File: src/rtl/uart_pkg.sv
// Shared UART definitions: receiver FSM encoding,
// flow-control characters and the baud divisor.
package uart_pkg;

  typedef enum logic [3:0] {
    IDLE       = 4'd0,
    START_BIT  = 4'd1,
    DATA_BITS  = 4'd2,
    PARITY_BIT = 4'd3,
    STOP_BIT   = 4'd4
  } rx_state_e;

  localparam logic [7:0] XON_CHAR  = 8'h11;
  localparam logic [7:0] XOFF_CHAR = 8'h13;

  function automatic int unsigned baud_div(
    input int unsigned clk_hz,
    input int unsigned baud,
    input int unsigned os
  );
    return clk_hz / (baud * os);
  endfunction

endpackage

File: src/rtl/uart_baud_tick.sv
// Free-running oversample tick divider with restart,
// shared by the UART transmitter and receiver.
module uart_baud_tick #(
  parameter int unsigned DIV = 325
) (
  input  logic clk,
  input  logic reset,
  input  logic restart_i,
  output logic tick_o
);

  localparam int W = (DIV > 1) ? $clog2(DIV) : 1;
  localparam logic [W-1:0] LAST = W'(DIV - 1);

  logic [W-1:0] cnt_q, cnt_d;

  always_comb begin
    cnt_d = cnt_q + 1'b1;
    if (restart_i || cnt_q == LAST) cnt_d = '0;
  end

  assign tick_o = (cnt_q == LAST) && !restart_i;

  always_ff @(posedge clk) begin
    if (reset) cnt_q <= '0;
    else       cnt_q <= cnt_d;
  end

endmodule

File: src/rtl/uart_receiver.sv
// 16x oversampled 8-bit UART receive engine with
// parity/framing/overrun reporting and XON/XOFF handling.
module uart_receiver #(
  parameter int unsigned CLOCK_FREQ = 50000000,
  parameter int unsigned BAUD_RATE  = 9600,
  parameter int unsigned OVERSAMPLE = 16,
  parameter bit          PARITY_EN  = 1'b1,
  parameter bit          XONXOFF_EN = 1'b1
) (
  input  logic       clk,
  input  logic       reset,
  input  logic       rx,
  output logic [7:0] rx_data,
  output logic       rx_valid,
  input  logic       rx_ready,
  output logic       rts,
  output logic       xoff_rcvd,
  output logic       parity_err,
  output logic       frame_err,
  output logic       overrun_err
);

  import uart_pkg::*;

  localparam int unsigned DIV =
    baud_div(CLOCK_FREQ, BAUD_RATE, OVERSAMPLE);

  rx_state_e  state_q, state_d;
  logic       sync_q, rx_s_q;
  logic [3:0] samp_q, samp_d;
  logic [2:0] bit_q, bit_d;
  logic [7:0] shift_q, shift_d;
  logic       pbad_q, pbad_d;
  logic [7:0] data_q, data_d;
  logic       valid_q, valid_d;
  logic       xoff_q, xoff_d;
  logic       rts_q;
  logic       perr_q, perr_d;
  logic       ferr_q, ferr_d;
  logic       oerr_q, oerr_d;
  logic       restart, tick;

  uart_baud_tick #(.DIV(DIV)) u_tick (
    .clk       (clk),
    .reset     (reset),
    .restart_i (restart),
    .tick_o    (tick)
  );

  always_comb begin
    state_d = state_q;
    samp_d  = samp_q;
    bit_d   = bit_q;
    shift_d = shift_q;
    pbad_d  = pbad_q;
    data_d  = data_q;
    valid_d = valid_q;
    xoff_d  = xoff_q;
    perr_d  = 1'b0;
    ferr_d  = 1'b0;
    oerr_d  = 1'b0;
    restart = 1'b0;
    if (valid_q && rx_ready) valid_d = 1'b0;
    unique case (state_q)
      IDLE: begin
        if (!rx_s_q) begin
          state_d = START_BIT;
          samp_d  = 4'd0;
          pbad_d  = 1'b0;
          restart = 1'b1;
        end
      end
      START_BIT: begin
        if (tick) begin
          samp_d = samp_q + 4'd1;
          if (samp_q == 4'd7) begin
            samp_d  = 4'd0;
            bit_d   = 3'd0;
            state_d = rx_s_q ? IDLE : DATA_BITS;
          end
        end
      end
      DATA_BITS: begin
        if (tick) begin
          samp_d = samp_q + 4'd1;
          if (samp_q == 4'd15) begin
            shift_d = {rx_s_q, shift_q[7:1]};
            bit_d   = bit_q + 3'd1;
            if (bit_q == 3'd7)
              state_d = PARITY_EN ? PARITY_BIT : STOP_BIT;
          end
        end
      end
      PARITY_BIT: begin
        if (tick) begin
          samp_d = samp_q + 4'd1;
          if (samp_q == 4'd15) begin
            pbad_d  = rx_s_q != ^shift_q;
            state_d = STOP_BIT;
          end
        end
      end
      STOP_BIT: begin
        if (tick) begin
          samp_d = samp_q + 4'd1;
          if (samp_q == 4'd15) begin
            // Re-arm at mid-stop so back-to-back frames are caught
            state_d = IDLE;
            if (!rx_s_q)
              ferr_d = 1'b1;
            else if (pbad_q)
              perr_d = 1'b1;
            else if (XONXOFF_EN && shift_q == XOFF_CHAR)
              xoff_d = 1'b1;
            else if (XONXOFF_EN && shift_q == XON_CHAR)
              xoff_d = 1'b0;
            else if (valid_q && !rx_ready)
              oerr_d = 1'b1;
            else begin
              data_d  = shift_q;
              valid_d = 1'b1;
            end
          end
        end
      end
      default: state_d = IDLE;
    endcase
  end

  always_ff @(posedge clk) begin
    if (reset) begin
      sync_q  <= 1'b1;
      rx_s_q  <= 1'b1;
      state_q <= IDLE;
      samp_q  <= 4'd0;
      bit_q   <= 3'd0;
      shift_q <= 8'd0;
      pbad_q  <= 1'b0;
      data_q  <= 8'd0;
      valid_q <= 1'b0;
      xoff_q  <= 1'b0;
      rts_q   <= 1'b1;
      perr_q  <= 1'b0;
      ferr_q  <= 1'b0;
      oerr_q  <= 1'b0;
    end else begin
      sync_q  <= rx;
      rx_s_q  <= sync_q;
      state_q <= state_d;
      samp_q  <= samp_d;
      bit_q   <= bit_d;
      shift_q <= shift_d;
      pbad_q  <= pbad_d;
      data_q  <= data_d;
      valid_q <= valid_d;
      xoff_q  <= xoff_d;
      rts_q   <= ~valid_d;
      perr_q  <= perr_d;
      ferr_q  <= ferr_d;
      oerr_q  <= oerr_d;
    end
  end

  assign rx_data     = data_q;
  assign rx_valid    = valid_q;
  assign rts         = rts_q;
  assign xoff_rcvd   = xoff_q;
  assign parity_err  = perr_q;
  assign frame_err   = ferr_q;
  assign overrun_err = oerr_q;

endmodule
File: config.mk
export PLATFORM = sky130hd
export DESIGN_NAME = uart_receiver
export DESIGN_NICKNAME = d
export VERILOG_FILES = /design/src/rtl/uart_pkg.sv /design/src/rtl/uart_baud_tick.sv /design/src/rtl/uart_receiver.sv
export SDC_FILE = /design/constraint.sdc
export NUM_CORES = 1
export LEC_CHECK = 0
export BUFFER_PORTS_ARGS = -buffer_cell sky130_fd_sc_hd__buf_2
export CAP_MARGIN = 20
export CORE_UTILIZATION = 40
export CTS_BUF_LIST = sky130_fd_sc_hd__clkbuf_4 sky130_fd_sc_hd__clkbuf_8 sky130_fd_sc_hd__clkbuf_16
export CTS_CLUSTER_SIZE = 30
export DETAILED_ROUTE_END_ITERATION = 10
export PLACE_DENSITY = 0.54
export SETUP_SLACK_MARGIN = 0.5
export SLEW_MARGIN = 20
export SYNTH_ARGS = -nofsm -noshare
export SYNTH_HDL_FRONTEND = slang
export SYNTH_SLANG_ARGS = --single-unit
File: constraint.sdc
create_clock -name clk -period 2.7 [get_ports clk]
set_clock_uncertainty 0.2 [all_clocks]
set_input_delay 0.405 -clock clk [delete_from_list [all_inputs] [get_ports clk]]
set_output_delay 0.405 -clock clk [all_outputs]
set_load 0.02 [all_outputs]
==> flow_summary.html, run 1 <==
<table>
<tr><th>Metric</th><th>Value</th></tr>
<tr><th colspan="2">Routing</th></tr>
<tr><td>Vias post-DR</td><td>1,566</td></tr>
<tr><td>Mean routed wirelength per cell</td><td>12.2 microns</td></tr>
<tr><td>Remaining antenna violation count</td><td>0</td></tr>
<tr><td>Via count normalized by instance count</td><td>roughly 5.0</td></tr>
<tr><td>Routed wire length</td><td>3870 microns</td></tr>
<tr><td>Post-detailed-route DRC marker count</td><td>0</td></tr>
<tr><td>Pre-antenna DRT Iters</td><td>4</td></tr>
<tr><td>Drt initial violations</td><td>80</td></tr>
<tr><th colspan="2">Clock network</th></tr>
<tr><td>CTS tree</td><td>yes</td></tr>
<tr><td>Number of clock sinks</td><td>44</td></tr>
<tr><td>Worst-Skew Late Latency</td><td>300 ps</td></tr>
<tr><td>Maximum clock path buffer count</td><td>2</td></tr>
<tr><td>Quantity of hold-fixing buffers added after cts</td><td>0</td></tr>
<tr><td>CTS H-tree lvls</td><td>2</td></tr>
<tr><td>Root buf cell</td><td>clkbuf_8</td></tr>
<tr><td>Register clock-pin slew on the reported worst setup and hold paths</td><td>80 ps</td></tr>
<tr><td>Number of buffers created by CTS</td><td>5</td></tr>
<tr><th colspan="2">Yosys</th></tr>
<tr><td>Post-synthesis cell count</td><td>roughly 230</td></tr>
<tr><td>Count of state elements after synthesis</td><td>44</td></tr>
<tr><td>Number of library cell types mapped by synthesis</td><td>48</td></tr>
<tr><td>Cell types occupying the most area after synthesis</td><td>dfxtp_1 42%, mux2i_1 8.6%, nor2_1 6.6%</td></tr>
<tr><td>Total number of yosys warnings</td><td>0</td></tr>
<tr><td>Net count after synthesis</td><td>245</td></tr>
<tr><td>Post-synth design cell area</td><td>2090 sq um</td></tr>
<tr><td>Area share of the largest cell type after synthesis</td><td>42.1%</td></tr>
<tr><td>Cell taking the most area after synthesis</td><td>dfxtp_1</td></tr>
<tr><td>Sequential fraction of the synthesis area</td><td>roughly 42%</td></tr>
<tr><td>Mean area per synthesized cell</td><td>9.06 sq um</td></tr>
<tr><th colspan="2">Critical path</th></tr>
<tr><td>Timing startpoint of the critical path</td><td>samp_q[0]$_SDFFE_PP0P_</td></tr>
<tr><td>Endpoint type of the worst setup path</td><td>flip-flop</td></tr>
<tr><td>Path type of the worst setup path</td><td>reg -&gt; reg</td></tr>
<tr><td>Data arrival at the endpoint of the critical path</td><td>2070 ps</td></tr>
<tr><td>Startpoint of the most critical register-to-register path</td><td>samp_q[0]$_SDFFE_PP0P_</td></tr>
<tr><td>Required @ worst endpoint</td><td>2700 ps</td></tr>
<tr><td>Largest fanout on the critical path</td><td>9</td></tr>
<tr><td>Setup slack of the most critical reg-to-reg path</td><td>630 ps</td></tr>
<tr><td>Capture point of the worst reg-to-reg path</td><td>xoff_rcvd$_SDFFE_PP0P_</td></tr>
<tr><td>Critical Path Start Type</td><td>flip-flop</td></tr>
<tr><td>Endpoint of the worst setup timing path</td><td>xoff_rcvd$_SDFFE_PP0P_</td></tr>
<tr><td>Reg2reg path depth</td><td>6</td></tr>
<tr><th colspan="2">Global routing</th></tr>
<tr><td>Leftover overflow at the end of global routing</td><td>0</td></tr>
<tr><td>Via count of the first global-routing pass</td><td>1,388</td></tr>
<tr><td>Number of antenna violations at the first check in global routing</td><td>0</td></tr>
<tr><td>Pin count of the biggest net entering global routing</td><td>35</td></tr>
<tr><td>Total routing usage reported by global routing</td><td>between 15 and 20%</td></tr>
<tr><td>Wire length of the first global-routing pass</td><td>about 6500 microns</td></tr>
<tr><th colspan="2">STA</th></tr>
<tr><td>Final Hold Fails</td><td>0</td></tr>
<tr><td>Part of the cycle the worst path needs</td><td>76.6%</td></tr>
<tr><td>Finish-stage setup viols</td><td>0</td></tr>
<tr><td>Slew Limit Headroom</td><td>between 50% and 60%</td></tr>
<tr><td>Final Max Slew Viols</td><td>0</td></tr>
<tr><td>Maximum operating frequency</td><td>484 MHz</td></tr>
<tr><td>Setup TNS</td><td>0 ps</td></tr>
<tr><td>Clock period minus final worst setup slack</td><td>2070 ps</td></tr>
<tr><td>Slew of the pin with the lowest slew margin</td><td>619 ps</td></tr>
<tr><td>Setup repair after global routing missed its margin</td><td>false</td></tr>
<tr><th colspan="2">Place</th></tr>
<tr><td>Detailed-placement wirelength estimate</td><td>between 2000 and 3000 microns</td></tr>
<tr><td>Count of port buffers added during placement</td><td>17</td></tr>
<tr><td>Routability congestion estimate</td><td>0.737</td></tr>
<tr><th colspan="2">Layout</th></tr>
<tr><td>Most common library cell in the layout ignoring fill and taps</td><td>dfxtp_1</td></tr>
<tr><td>Multi-input gate area</td><td>about 1100 sq um</td></tr>
<tr><td>Number of nets at the end of the flow</td><td>263</td></tr>
<tr><td>Final Util</td><td>between 40 and 50%</td></tr>
<tr><td>Layout cells sized above 1</td><td>17.3%</td></tr>
<tr><td>Flip-flop and latch area</td><td>~880 sq um</td></tr>
<tr><td># fillers</td><td>502</td></tr>
<tr><td>Diodes inserted</td><td>0</td></tr>
<tr><td>Area grow syn2layout</td><td>14.4%</td></tr>
<tr><td>Highest-count cells in the layout ignoring fill and taps</td><td>42 x dfxtp_1, 37 x nor2_1, 18 x nand2_1, 18 x mux2i_1, 17 x buf_2</td></tr>
<tr><th colspan="2">Worst hold path</th></tr>
<tr><td>HP Class</td><td>in -&gt; reg</td></tr>
<tr><th colspan="2">Pwr</th></tr>
<tr><td>Largest vdd supply drop</td><td>around 0.24 mV</td></tr>
<tr><td>Static power due to leakage</td><td>between 0.9 and 1 nW</td></tr>
<tr><td>Power density over the cells</td><td>553 nW/um^2</td></tr>
<tr><td>Total design power</td><td>approximately 1.3 mW</td></tr>
<tr><th colspan="2">Floorplanning</th></tr>
<tr><td>Starting density of the core</td><td>42.9%</td></tr>
<tr><td>Die Footprint</td><td>roughly 5500 sq um</td></tr>
<tr><td>Die Width</td><td>74.3 microns</td></tr>
<tr><td>Height of the die</td><td>74.3 microns</td></tr>
<tr><td>Count of boundary I/O pins</td><td>18</td></tr>
<tr><td>Num rows</td><td>25</td></tr>
<tr><td>Floorplan core area</td><td>4880 sq um</td></tr>
<tr><th colspan="2">Run status</th></tr>
<tr><td>Status</td><td>finished, final reports clean</td></tr>
<tr><th colspan="2">Flow run</th></tr>
<tr><td>Reported max-cap violation count</td><td>0</td></tr>
</table>
## metrics by stage
step / worst slack, ps / hold slack, ps / area, sq um / instances
after floorplan: 577 / 189 / 2090 / 231
after global placement: 438 / 198 / 2250 / 309
after detailed placement: 391 / 202 / 2250 / 309
after CTS: 502 / 76.4 / 2380 / 316
after global routing: 501 / 76.5 / 2390 / 316
final: 633 / 79.3 / 2390 / 316
## worst max-delay path, cell delays in order, from the launching register on
cell     delay [ps]
dfxtp_1         360
ha_1            220
nand2_1         100
or4_4           600
nor3_2          230
a21oi_1          90
a31o_1          180
## cell families after synthesis
family                   synth area share, %
adder cells (fa/ha/maj)                 5.98
AO/OA/AOI/OAI                           7.06
buffers and inverters                   4.78
XOR/XNOR                                5.02
AND/OR/NAND/NOR                         25.4
flip-flops                              42.1
multiplexers                            9.69
## report_power, final
part	leakage, nW	internal (mW)	switching, mW
combinational	0.537	0.0245	0.0367
clock	0.0642	0.364	0.228
sequential	0.356	0.656	0.0130
## Yosys cell counts, drive strengths merged
| library cell | count |
|---|---|
| dfxtp | 44 |
| nor2 | 37 |
| mux2i | 18 |
| nand2 | 18 |
| inv | 14 |
| ha | 10 |
| nand3 | 10 |
| xnor2 | 9 |
| clkbuf | 8 |
| a21oi | 6 |
| nor3 | 5 |
| o21ai | 4 |
| or3 | 4 |
| buf | 3 |
| nand2b | 3 |
| nor3b | 3 |
| nor4 | 3 |
| xor2 | 3 |
| a211o | 2 |
| a31oi | 2 |
| and2 | 2 |
| mux2 | 2 |
| nand4 | 2 |
| nand4bb | 2 |
| nor4bb | 2 |
| o41ai | 2 |
| or2 | 2 |
| a311oi | 1 |
| a31o | 1 |
| a41o | 1 |
| and3 | 1 |
| nand3b | 1 |
| nand4b | 1 |
| nor2b | 1 |
| o2111ai | 1 |
| o211ai | 1 |
| o22ai | 1 |
| or4 | 1 |
## routing by layer
layer | wire length [microns] | GRT usage [%] | up-vias | part of all wire [%]
met5 | 0 | 0 | - | 0
met3 | 150 | 4.07 | 7 | 3.9
met1 | 2150 | 23.0 | 708 | 56
met4 | 66 | 6.92 | 0 | 1.7
met2 | 1500 | 21.5 | 24 | 39
li1 | - | - | 827 | -
## flip-flops by register name (all words and copies together), names as in the netlist, 3 cells and up
name and cells:
shift_q 8, u_tick.cnt_q 9, samp_q 4, rx_data 8, state_q 3, bit_q 3
## area by class of cell
cell class	instances	area share, %
clock buffers	5	2.88
multi-input cells	162	46.7
inverters	14	2.20
flip-flops and latches	44	36.9
well taps	67	3.50
repair buffers	22	5.28
clock inverters	2	2.51
## worst min path at each step
stage | from | end | slack [ps] | cells past startpoint
floorplan | sync_q$_SDFF_PP1_ | rx_s_q$_SDFF_PP1_ | 190 | 1
global placement | sync_q$_SDFF_PP1_ | rx_s_q$_SDFF_PP1_ | 200 | 1
finish | rx | sync_q$_SDFF_PP1_ | 80 | 2
detailed placement | sync_q$_SDFF_PP1_ | rx_s_q$_SDFF_PP1_ | 200 | 1
CTS | rx | sync_q$_SDFF_PP1_ | 80 | 2
global route | rx | sync_q$_SDFF_PP1_ | 80 | 2
## what timing repair did
action | CTS | global route
resized for setup | 1 | 4
pin swaps | 0 | 3
buffers inserted | 0 | 0
setup endpoints to repair | 3 | 14
Power figures use the tool's default switching activity.
==> run 2: changes to the inputs <==
--- a/config.mk
+++ b/config.mk
@@ -11,7 +11,7 @@
 export CTS_BUF_LIST = sky130_fd_sc_hd__clkbuf_4 sky130_fd_sc_hd__clkbuf_8 sky130_fd_sc_hd__clkbuf_16
 export CTS_CLUSTER_SIZE = 30
 export DETAILED_ROUTE_END_ITERATION = 10
-export PLACE_DENSITY = 0.54
+export PLACE_DENSITY = 0.56
 export SETUP_SLACK_MARGIN = 0.5
 export SLEW_MARGIN = 20
 export SYNTH_ARGS = -nofsm -noshare
==> constraint.sdc (replaced) <==
create_clock -name clk -period 1.9 [get_ports clk]
set_clock_uncertainty 0.2 [all_clocks]
set_input_delay 0.285 -clock clk [delete_from_list [all_inputs] [get_ports clk]]
set_output_delay 0.285 -clock clk [all_outputs]
set_load 0.02 [all_outputs]
==> run 2 against run 1 <==
Against the previous run: the flow now finishes with violations (setup timing); via count grew 13%; global-route usage is 3.4 points higher; utilization increased by 16 points; worst hold slack lost 3.8 ps.
==> flow_summary.html, run 2 (synthesis gave the netlist of run 1 again) <==
<table>
<tr><th>Metric</th><th>Value</th></tr>
<tr><th colspan="2">Pwr</th></tr>
<tr><td>Power density over the cells</td><td>579 nW/um^2</td></tr>
<tr><td>Switching share of power</td><td>23.6%</td></tr>
<tr><td>Static power due to leakage</td><td>1.32 nW</td></tr>
<tr><td>Net switching component of the power</td><td>between 0.4 and 0.5 mW</td></tr>
<tr><td>Internal Dissipation</td><td>~1.4 mW</td></tr>
<tr><td>Reg power frac</td><td>51.4%</td></tr>
<tr><td>Largest vdd supply drop</td><td>0.388 mV</td></tr>
<tr><td>Share of power burned in the clock network</td><td>40.0%</td></tr>
<tr><td>Comb pwr share</td><td>roughly 8.7%</td></tr>
<tr><th colspan="2">Worst hold path</th></tr>
<tr><td>HP Class</td><td>in -&gt; reg</td></tr>
<tr><td>Hold Path Sink</td><td>samp_q[0]$_SDFFE_PP0P_</td></tr>
<tr><td>Hold Path Cell Cnt</td><td>2</td></tr>
<tr><td>HP Start</td><td>reset</td></tr>
<tr><th colspan="2">STA</th></tr>
<tr><td>Worst slack on hold paths</td><td>75.4 ps</td></tr>
<tr><td>Part of the cycle the worst path needs</td><td>101%</td></tr>
<tr><td>Setup repair after global routing missed its margin</td><td>true</td></tr>
<tr><td>Final Max Slew Viols</td><td>0</td></tr>
<tr><td>Post-route worst setup slack</td><td>-14.5 ps</td></tr>
<tr><td>Slew of the pin with the lowest slew margin</td><td>399 ps</td></tr>
<tr><td>Maximum operating frequency</td><td>522 MHz</td></tr>
<tr><td>Final Hold Fails</td><td>0</td></tr>
<tr><td>Slew Limit Headroom</td><td>roughly 73%</td></tr>
<tr><td>Finish-stage setup viols</td><td>1</td></tr>
<tr><td>Clock period minus final worst setup slack</td><td>~1900 ps</td></tr>
<tr><th colspan="2">Flow run</th></tr>
<tr><td>Reported max-cap violation count</td><td>0</td></tr>
<tr><th colspan="2">Routing</th></tr>
<tr><td>Mean routed wirelength per cell</td><td>12.7 microns</td></tr>
<tr><td>Pre-antenna DRT Iters</td><td>4</td></tr>
<tr><td>Remaining antenna violation count</td><td>0</td></tr>
<tr><td>Vias post-DR</td><td>1,771</td></tr>
<tr><td>Post-detailed-route DRC marker count</td><td>0</td></tr>
<tr><td>Routed wire length</td><td>4660 microns</td></tr>
<tr><td>Drt initial violations</td><td>55</td></tr>
<tr><td>Via count normalized by instance count</td><td>4.83</td></tr>
<tr><th colspan="2">Critical path</th></tr>
<tr><td>Timing startpoint of the critical path</td><td>u_tick.cnt_q[1]$_SDFF_PP0_</td></tr>
<tr><td>Path type of the worst setup path</td><td>reg -&gt; reg</td></tr>
<tr><td>Reg2reg path depth</td><td>8</td></tr>
<tr><td>Startpoint of the most critical register-to-register path</td><td>u_tick.cnt_q[1]$_SDFF_PP0_</td></tr>
<tr><td>Setup slack of the most critical reg-to-reg path</td><td>-10 ps</td></tr>
<tr><td>Largest fanout on the critical path</td><td>6</td></tr>
<tr><td>Capture point of the worst reg-to-reg path</td><td>pbad_q$_SDFFE_PP0P_</td></tr>
<tr><td>Data arrival at the endpoint of the critical path</td><td>1920 ps</td></tr>
<tr><td>Required @ worst endpoint</td><td>around 1900 ps</td></tr>
<tr><td>Critical Path Start Type</td><td>flip-flop</td></tr>
<tr><td>Endpoint type of the worst setup path</td><td>flip-flop</td></tr>
<tr><th colspan="2">Clock network</th></tr>
<tr><td>Worst-Skew Late Latency</td><td>300 ps</td></tr>
<tr><td>CTS tree</td><td>yes</td></tr>
<tr><td>Root buf cell</td><td>clkbuf_8</td></tr>
<tr><td>Register clock-pin slew on the reported worst setup and hold paths</td><td>approximately 90 ps</td></tr>
<tr><td>Number of buffers created by CTS</td><td>5</td></tr>
<tr><td>Maximum clock path buffer count</td><td>2</td></tr>
<tr><td>CTS H-tree lvls</td><td>2</td></tr>
<tr><td>Number of clock sinks</td><td>44</td></tr>
<tr><th colspan="2">Layout</th></tr>
<tr><td>Area grow syn2layout</td><td>52.1%</td></tr>
<tr><td>Highest-count cells in the layout ignoring fill and taps</td><td>42 x buf_4, 28 x dfxtp_1, 27 x nor2_1, 18 x mux2i_1, 17 x buf_2</td></tr>
<tr><td>Flip-flop count of the largest register after layout</td><td>9</td></tr>
<tr><td>Most common library cell in the layout ignoring fill and taps</td><td>buf_4</td></tr>
<tr><td>Number of nets at the end of the flow</td><td>313</td></tr>
<tr><td>Layout cells sized above 1</td><td>49.7%</td></tr>
<tr><td>Post-route cell area</td><td>3180 sq um</td></tr>
<tr><td>Final Instance Count excl. Fillers</td><td>367</td></tr>
<tr><td>Diodes inserted</td><td>0</td></tr>
<tr><td>Most flop-heavy register</td><td>u_tick.cnt_q</td></tr>
<tr><th colspan="2">Place</th></tr>
<tr><td>Post-DP Area</td><td>2630 sq um</td></tr>
<tr><td>Placed instance count</td><td>approximately 340</td></tr>
<tr><td>Detailed-placement wirelength estimate</td><td>3080 microns</td></tr>
<tr><td>Routability congestion estimate</td><td>0.755</td></tr>
<tr><td>Count of port buffers added during placement</td><td>17</td></tr>
<tr><th colspan="2">Global routing</th></tr>
<tr><td>Total routing usage reported by global routing</td><td>19.1%</td></tr>
<tr><td>Number of antenna violations at the first check in global routing</td><td>0</td></tr>
<tr><td>Pin count of the biggest net entering global routing</td><td>28</td></tr>
<tr><td>Leftover overflow at the end of global routing</td><td>0</td></tr>
<tr><td>Wire length of the first global-routing pass</td><td>7910 microns</td></tr>
<tr><td>Via count of the first global-routing pass</td><td>1,612</td></tr>
<tr><th colspan="2">Floorplanning</th></tr>
<tr><td>Num rows</td><td>25</td></tr>
<tr><td>Starting density of the core</td><td>42.9%</td></tr>
<tr><td>Floorplan core area</td><td>4880 sq um</td></tr>
<tr><td>Die Footprint</td><td>5520 sq um</td></tr>
<tr><td>Die Width</td><td>74.3 microns</td></tr>
<tr><td>Count of boundary I/O pins</td><td>18</td></tr>
<tr><td>Height of the die</td><td>about 74 microns</td></tr>
<tr><th colspan="2">Run status</th></tr>
<tr><td>Status</td><td>finished, violations left</td></tr>
<tr><td>Violated checks</td><td>setup timing</td></tr>
</table>
==> run 2: routing by layer <==
layer / GRT usage (%) / share of wire (%) / vias to the layer above
met1: 27.3 / 53 / 816
met2: 28.5 / 43 / 18
met5: 0 / 0 / -
met4: 6.29 / 1.3 / 0
met3: 4.07 / 2.6 / 5
li1: - / - / 932
==> run 2: area by class of cell <==
class / count / area [sq um]
inverter: 14 / 52.6
fill: 408 / 1700
tap: 67 / 83.8
timing repair buffer: 71 / 563
clock inverter: 3 / 46.3
multi-input combinational: 163 / 1460
clock buffer: 5 / 68.8
sequential: 44 / 908
==> run 2: stage by stage <==
stage | TNS [ps] | util (%) | worst slack [ps] | total power, mW
2_1_floorplan | -312 | - | -39.0 | 1.06
3_3_place_gp | 0 | 53.8 | 19.2 | 1.09
3_5_place_dp | -0.463 | 53.8 | -0.463 | 1.09
4_1_cts | -3.73 | 62.2 | -3.73 | 1.86
5_1_grt | -1040 | 65.2 | -106 | 1.93
6_report | -14.5 | 65.2 | -14.5 | 1.84
==> run 2: what timing repair did <==
| action | CTS | global route |
|---|---|---|
| hold buffers | 1 | 0 |
| endpoints found under the setup margin | 42 | 42 |
| gates resized for setup | 41 | 25 |
| setup buffers | 12 | 9 |
| cloned | 1 | 0 |
| hold endpoints to repair | 1 | 0 |
| pin swaps | 21 | 11 |
==> run 2: worst max path at each step <==
stage / end / slack, ps / cells past startpoint
after floorplan: rx_data[0]$_SDFFE_PP0P_ / -40 / 7
after global placement: shift_q[0]$_SDFFE_PP0P_ / 20 / 8
after detailed placement: rx_data[6]$_SDFFE_PP0P_ / -0.5 / 8
after CTS: rx_data[6]$_SDFFE_PP0P_ / -4 / 8
after global routing: rx_data[6]$_SDFFE_PP0P_ / -110 / 8
final: pbad_q$_SDFFE_PP0P_ / -10 / 8
==> run 2: power by group through the flow <==
stage                     logic, mW  clock network [mW]  registers (mW)
after floorplan              0.0920                   0           0.968
after global placement        0.121                   0           0.970
after detailed placement      0.121                   0           0.971
after CTS                     0.143               0.766           0.947
after global routing          0.180               0.800           0.948
final                         0.160               0.736           0.946
==> run 2: critical path: stages (launching register included) <==
cell       delay (ps)
dfxtp_2           330
inv_2              70
ha_4              150
nand4bb_4         120
or4_4             500
buf_12            170
nor2_4            140
nand3_2            80
o41ai_1            60
==> run 3: changes to the inputs <==
--- a/config.mk
+++ b/config.mk
@@ -8,10 +8,10 @@
 export BUFFER_PORTS_ARGS = -buffer_cell sky130_fd_sc_hd__buf_2
 export CAP_MARGIN = 20
 export CORE_UTILIZATION = 40
-export CTS_BUF_LIST = sky130_fd_sc_hd__clkbuf_4 sky130_fd_sc_hd__clkbuf_8 sky130_fd_sc_hd__clkbuf_16
 export CTS_CLUSTER_SIZE = 30
 export DETAILED_ROUTE_END_ITERATION = 10
 export PLACE_DENSITY = 0.56
+export REMOVE_ABC_BUFFERS = 1
 export SETUP_SLACK_MARGIN = 0.5
 export SLEW_MARGIN = 20
 export SYNTH_ARGS = -nofsm -noshare
==> run 3 against run 2 <==
Against the previous run: the flow now finishes without violations; routed wire length decreased by 2.4%; combinational power down 12%; die area did not move; sequential power is essentially flat; worst hold slack gained 87 ps; clock power increased by 5.7%; design area shrank 6.8%; critical path depth fell by 1; global-route usage shrank 1.5 points; maximum frequency rose by 0.82%; register-to-register slack improved by 20 ps; clock-buffer cell count grew 2; largest cell class unchanged.
==> flow_summary.html, run 3 (synthesis gave the netlist of run 1 again) <==
<table>
<tr><th>Metric</th><th>Value</th></tr>
<tr><th colspan="2">Critical path</th></tr>
<tr><td>Reg2reg path depth</td><td>7</td></tr>
<tr><td>Required @ worst endpoint</td><td>roughly 1900 ps</td></tr>
<tr><td>Largest fanout on the critical path</td><td>4</td></tr>
<tr><td>Data arrival at the endpoint of the critical path</td><td>1890 ps</td></tr>
<tr><td>Path type of the worst setup path</td><td>reg -&gt; reg</td></tr>
<tr><td>Critical Path Start Type</td><td>flip-flop</td></tr>
<tr><td>Endpoint type of the worst setup path</td><td>flip-flop</td></tr>
<tr><th colspan="2">Place</th></tr>
<tr><td>Detailed-placement wirelength estimate</td><td>3020 microns</td></tr>
<tr><td>Placement-stage worst setup slack</td><td>-226 ps</td></tr>
<tr><td>Routability congestion estimate</td><td>0.802</td></tr>
<tr><td>Post-DP Area</td><td>roughly 2500 sq um</td></tr>
<tr><td>Count of port buffers added during placement</td><td>17</td></tr>
<tr><th colspan="2">Global routing</th></tr>
<tr><td>Leftover overflow at the end of global routing</td><td>0</td></tr>
<tr><td>Number of antenna violations at the first check in global routing</td><td>0</td></tr>
<tr><td>Pin count of the biggest net entering global routing</td><td>23</td></tr>
<tr><td>Wire length of the first global-routing pass</td><td>7370 microns</td></tr>
<tr><td>Via count of the first global-routing pass</td><td>1,613</td></tr>
<tr><td>Total routing usage reported by global routing</td><td>approximately 18%</td></tr>
<tr><th colspan="2">Routing</th></tr>
<tr><td>Remaining antenna violation count</td><td>0</td></tr>
<tr><td>Via count normalized by instance count</td><td>4.86</td></tr>
<tr><td>Routed wire length</td><td>4550 microns</td></tr>
<tr><td>Length of routed wiring on met1</td><td>2290 microns</td></tr>
<tr><td>Pre-antenna DRT Iters</td><td>4</td></tr>
<tr><td>Highest routed layer</td><td>met4</td></tr>
<tr><td>Post-detailed-route DRC marker count</td><td>0</td></tr>
<tr><td>Drt initial violations</td><td>106</td></tr>
<tr><td>Met2 WL post-DR</td><td>between 2000 and 2500 microns</td></tr>
<tr><td>Vias post-DR</td><td>1,753</td></tr>
<tr><td>Wire length on met3</td><td>141 microns</td></tr>
<tr><td>Mean routed wirelength per cell</td><td>12.6 microns</td></tr>
<tr><th colspan="2">STA</th></tr>
<tr><td>Final Max Slew Viols</td><td>0</td></tr>
<tr><td>Setup repair after global routing missed its margin</td><td>true</td></tr>
<tr><td>Maximum operating frequency</td><td>527 MHz</td></tr>
<tr><td>Slew of the pin with the lowest slew margin</td><td>about 400 ps</td></tr>
<tr><td>Part of the cycle the worst path needs</td><td>between 90 and 100%</td></tr>
<tr><td>Finish-stage setup viols</td><td>0</td></tr>
<tr><td>Worst slack on hold paths</td><td>162 ps</td></tr>
<tr><td>Slew Limit Headroom</td><td>approximately 73%</td></tr>
<tr><td>Post-route worst setup slack</td><td>0.985 ps</td></tr>
<tr><td>Clock period minus final worst setup slack</td><td>between 1500 and 2000 ps</td></tr>
<tr><td>Final Hold Fails</td><td>0</td></tr>
<tr><th colspan="2">Clock network</th></tr>
<tr><td>Maximum clock path buffer count</td><td>2</td></tr>
<tr><td>Register clock-pin slew on the reported worst setup and hold paths</td><td>approximately 80 ps</td></tr>
<tr><td>Number of buffers created by CTS</td><td>5</td></tr>
<tr><td>Root buf cell</td><td>clkbuf_8</td></tr>
<tr><td>Number of clock sinks</td><td>44</td></tr>
<tr><td>CTS tree</td><td>yes</td></tr>
<tr><td>Worst-Skew Late Latency</td><td>290 ps</td></tr>
<tr><td>CTS H-tree lvls</td><td>2</td></tr>
<tr><th colspan="2">Run status</th></tr>
<tr><td>Status</td><td>finished, final reports clean</td></tr>
<tr><th colspan="2">Pwr</th></tr>
<tr><td>Total design power</td><td>~1.9 mW</td></tr>
<tr><td>Power density over the cells</td><td>between 600 and 700 nW/um^2</td></tr>
<tr><td>Static power due to leakage</td><td>~1.3 nW</td></tr>
<tr><td>Largest vdd supply drop</td><td>0.472 mV</td></tr>
<tr><th colspan="2">Layout</th></tr>
<tr><td>Highest-count cells in the layout ignoring fill and taps</td><td>42 x buf_4, 32 x dfxtp_1, 28 x nor2_1, 18 x mux2i_1, 17 x buf_2</td></tr>
<tr><td>Post-route cell area</td><td>2970 sq um</td></tr>
<tr><td># fillers</td><td>435</td></tr>
<tr><td>Layout cells sized above 1</td><td>43.2%</td></tr>
<tr><td>Number of nets at the end of the flow</td><td>307</td></tr>
<tr><td>Area grow syn2layout</td><td>41.8%</td></tr>
<tr><td>Most common library cell in the layout ignoring fill and taps</td><td>buf_4</td></tr>
<tr><td>Flip-flop count of the largest register after layout</td><td>9</td></tr>
<tr><td>Most flop-heavy register</td><td>u_tick.cnt_q</td></tr>
<tr><td>Diodes inserted</td><td>0</td></tr>
<tr><th colspan="2">Worst hold path</th></tr>
<tr><td>Hold Path Cell Cnt</td><td>2</td></tr>
<tr><td>HP Class</td><td>in -&gt; reg</td></tr>
<tr><th colspan="2">Floorplanning</th></tr>
<tr><td>Die Width</td><td>roughly 74 microns</td></tr>
<tr><td>Count of boundary I/O pins</td><td>18</td></tr>
<tr><td>Num rows</td><td>25</td></tr>
<tr><td>Floorplan core area</td><td>4880 sq um</td></tr>
<tr><td>Height of the die</td><td>74.3 microns</td></tr>
<tr><td>Starting density of the core</td><td>about 43%</td></tr>
<tr><td>Die Footprint</td><td>5520 sq um</td></tr>
<tr><th colspan="2">Flow run</th></tr>
<tr><td>Reported max-cap violation count</td><td>0</td></tr>
</table>
==> run 3: cell types whose count changed in the layout (fill, tap and decap cells not counted), sizes merged <==
cell and change:
clkbuf +1, inv -1, clkinvlp -1, buf -5
==> run 3: final timing paths <==
| path | from | slack [ps] | to |
|---|---|---|---|
| max | u_tick.cnt_q[1]$_SDFF_PP0_ | 1 | xoff_rcvd$_SDFFE_PP0P_ |
| min | reset | 160 | state_q[2]$_SDFFE_PP0P_ |
| max reg2reg | u_tick.cnt_q[1]$_SDFF_PP0_ | 1 | xoff_rcvd$_SDFFE_PP0P_ |
| min reg2reg | sync_q$_SDFF_PP1_ | 210 | rx_s_q$_SDFF_PP1_ |
==> run 3: timing repair <==
item,in CTS,in global routing
pin swaps,18,5
hold buffers,1,0
setup endpoints to repair,42,42
hold endpoints to repair,1,0
cloned,0,1
gates resized for setup,37,24
setup buffers,4,3
==> run 3: final cells by class <==
| type | count | area (sq um) | area share [%] |
|---|---|---|---|
| repair buffers | 65 | 488 | 16.4 |
| flip-flops and latches | 44 | 898 | 30.3 |
| inverters | 14 | 52.6 | 1.77 |
| well taps | 67 | 83.8 | 2.83 |
| clock buffers | 7 | 96.3 | 3.25 |
| clock inverters | 1 | 30.0 | 1.01 |
| multi-input cells | 163 | 1320 | 44.4 |
==> run 3: metal layers <==
metal / global-route usage, % / vias up
met1: 24.6 / 805
met4: 5.24 / 0
met3: 4.20 / 5
met2: 27.0 / 27
met5: 0 / -
li1: - / 916
==> run 3: per-stage QoR <==
step	setup TNS [ps]	util, %	std cells
6_report	0	60.8	361
5_1_grt	-1150	60.8	361
4_1_cts	-1.52	58.7	357
3_5_place_dp	-3780	51.8	344
3_3_place_gp	-3580	51.8	344
2_1_floorplan	-3060	-	220
==> run 3: power by group <==
group          switching [mW]  total (mW)  leakage, nW  internal [mW]
Combinational          0.0746       0.141        0.829         0.0665
Sequential             0.0137       0.947        0.360          0.933
Clock                   0.314       0.778       0.0645          0.464
Total                   0.402        1.87         1.25           1.46
==> run 3: worst max-delay path, cell delays in order (launching register included) <==
cell and delay (ps):
dfxtp_2 330, inv_2 70, ha_4 150, nand4bb_4 120, or4_4 490, nor3_4 190
a21oi_2 80, a31o_1 180
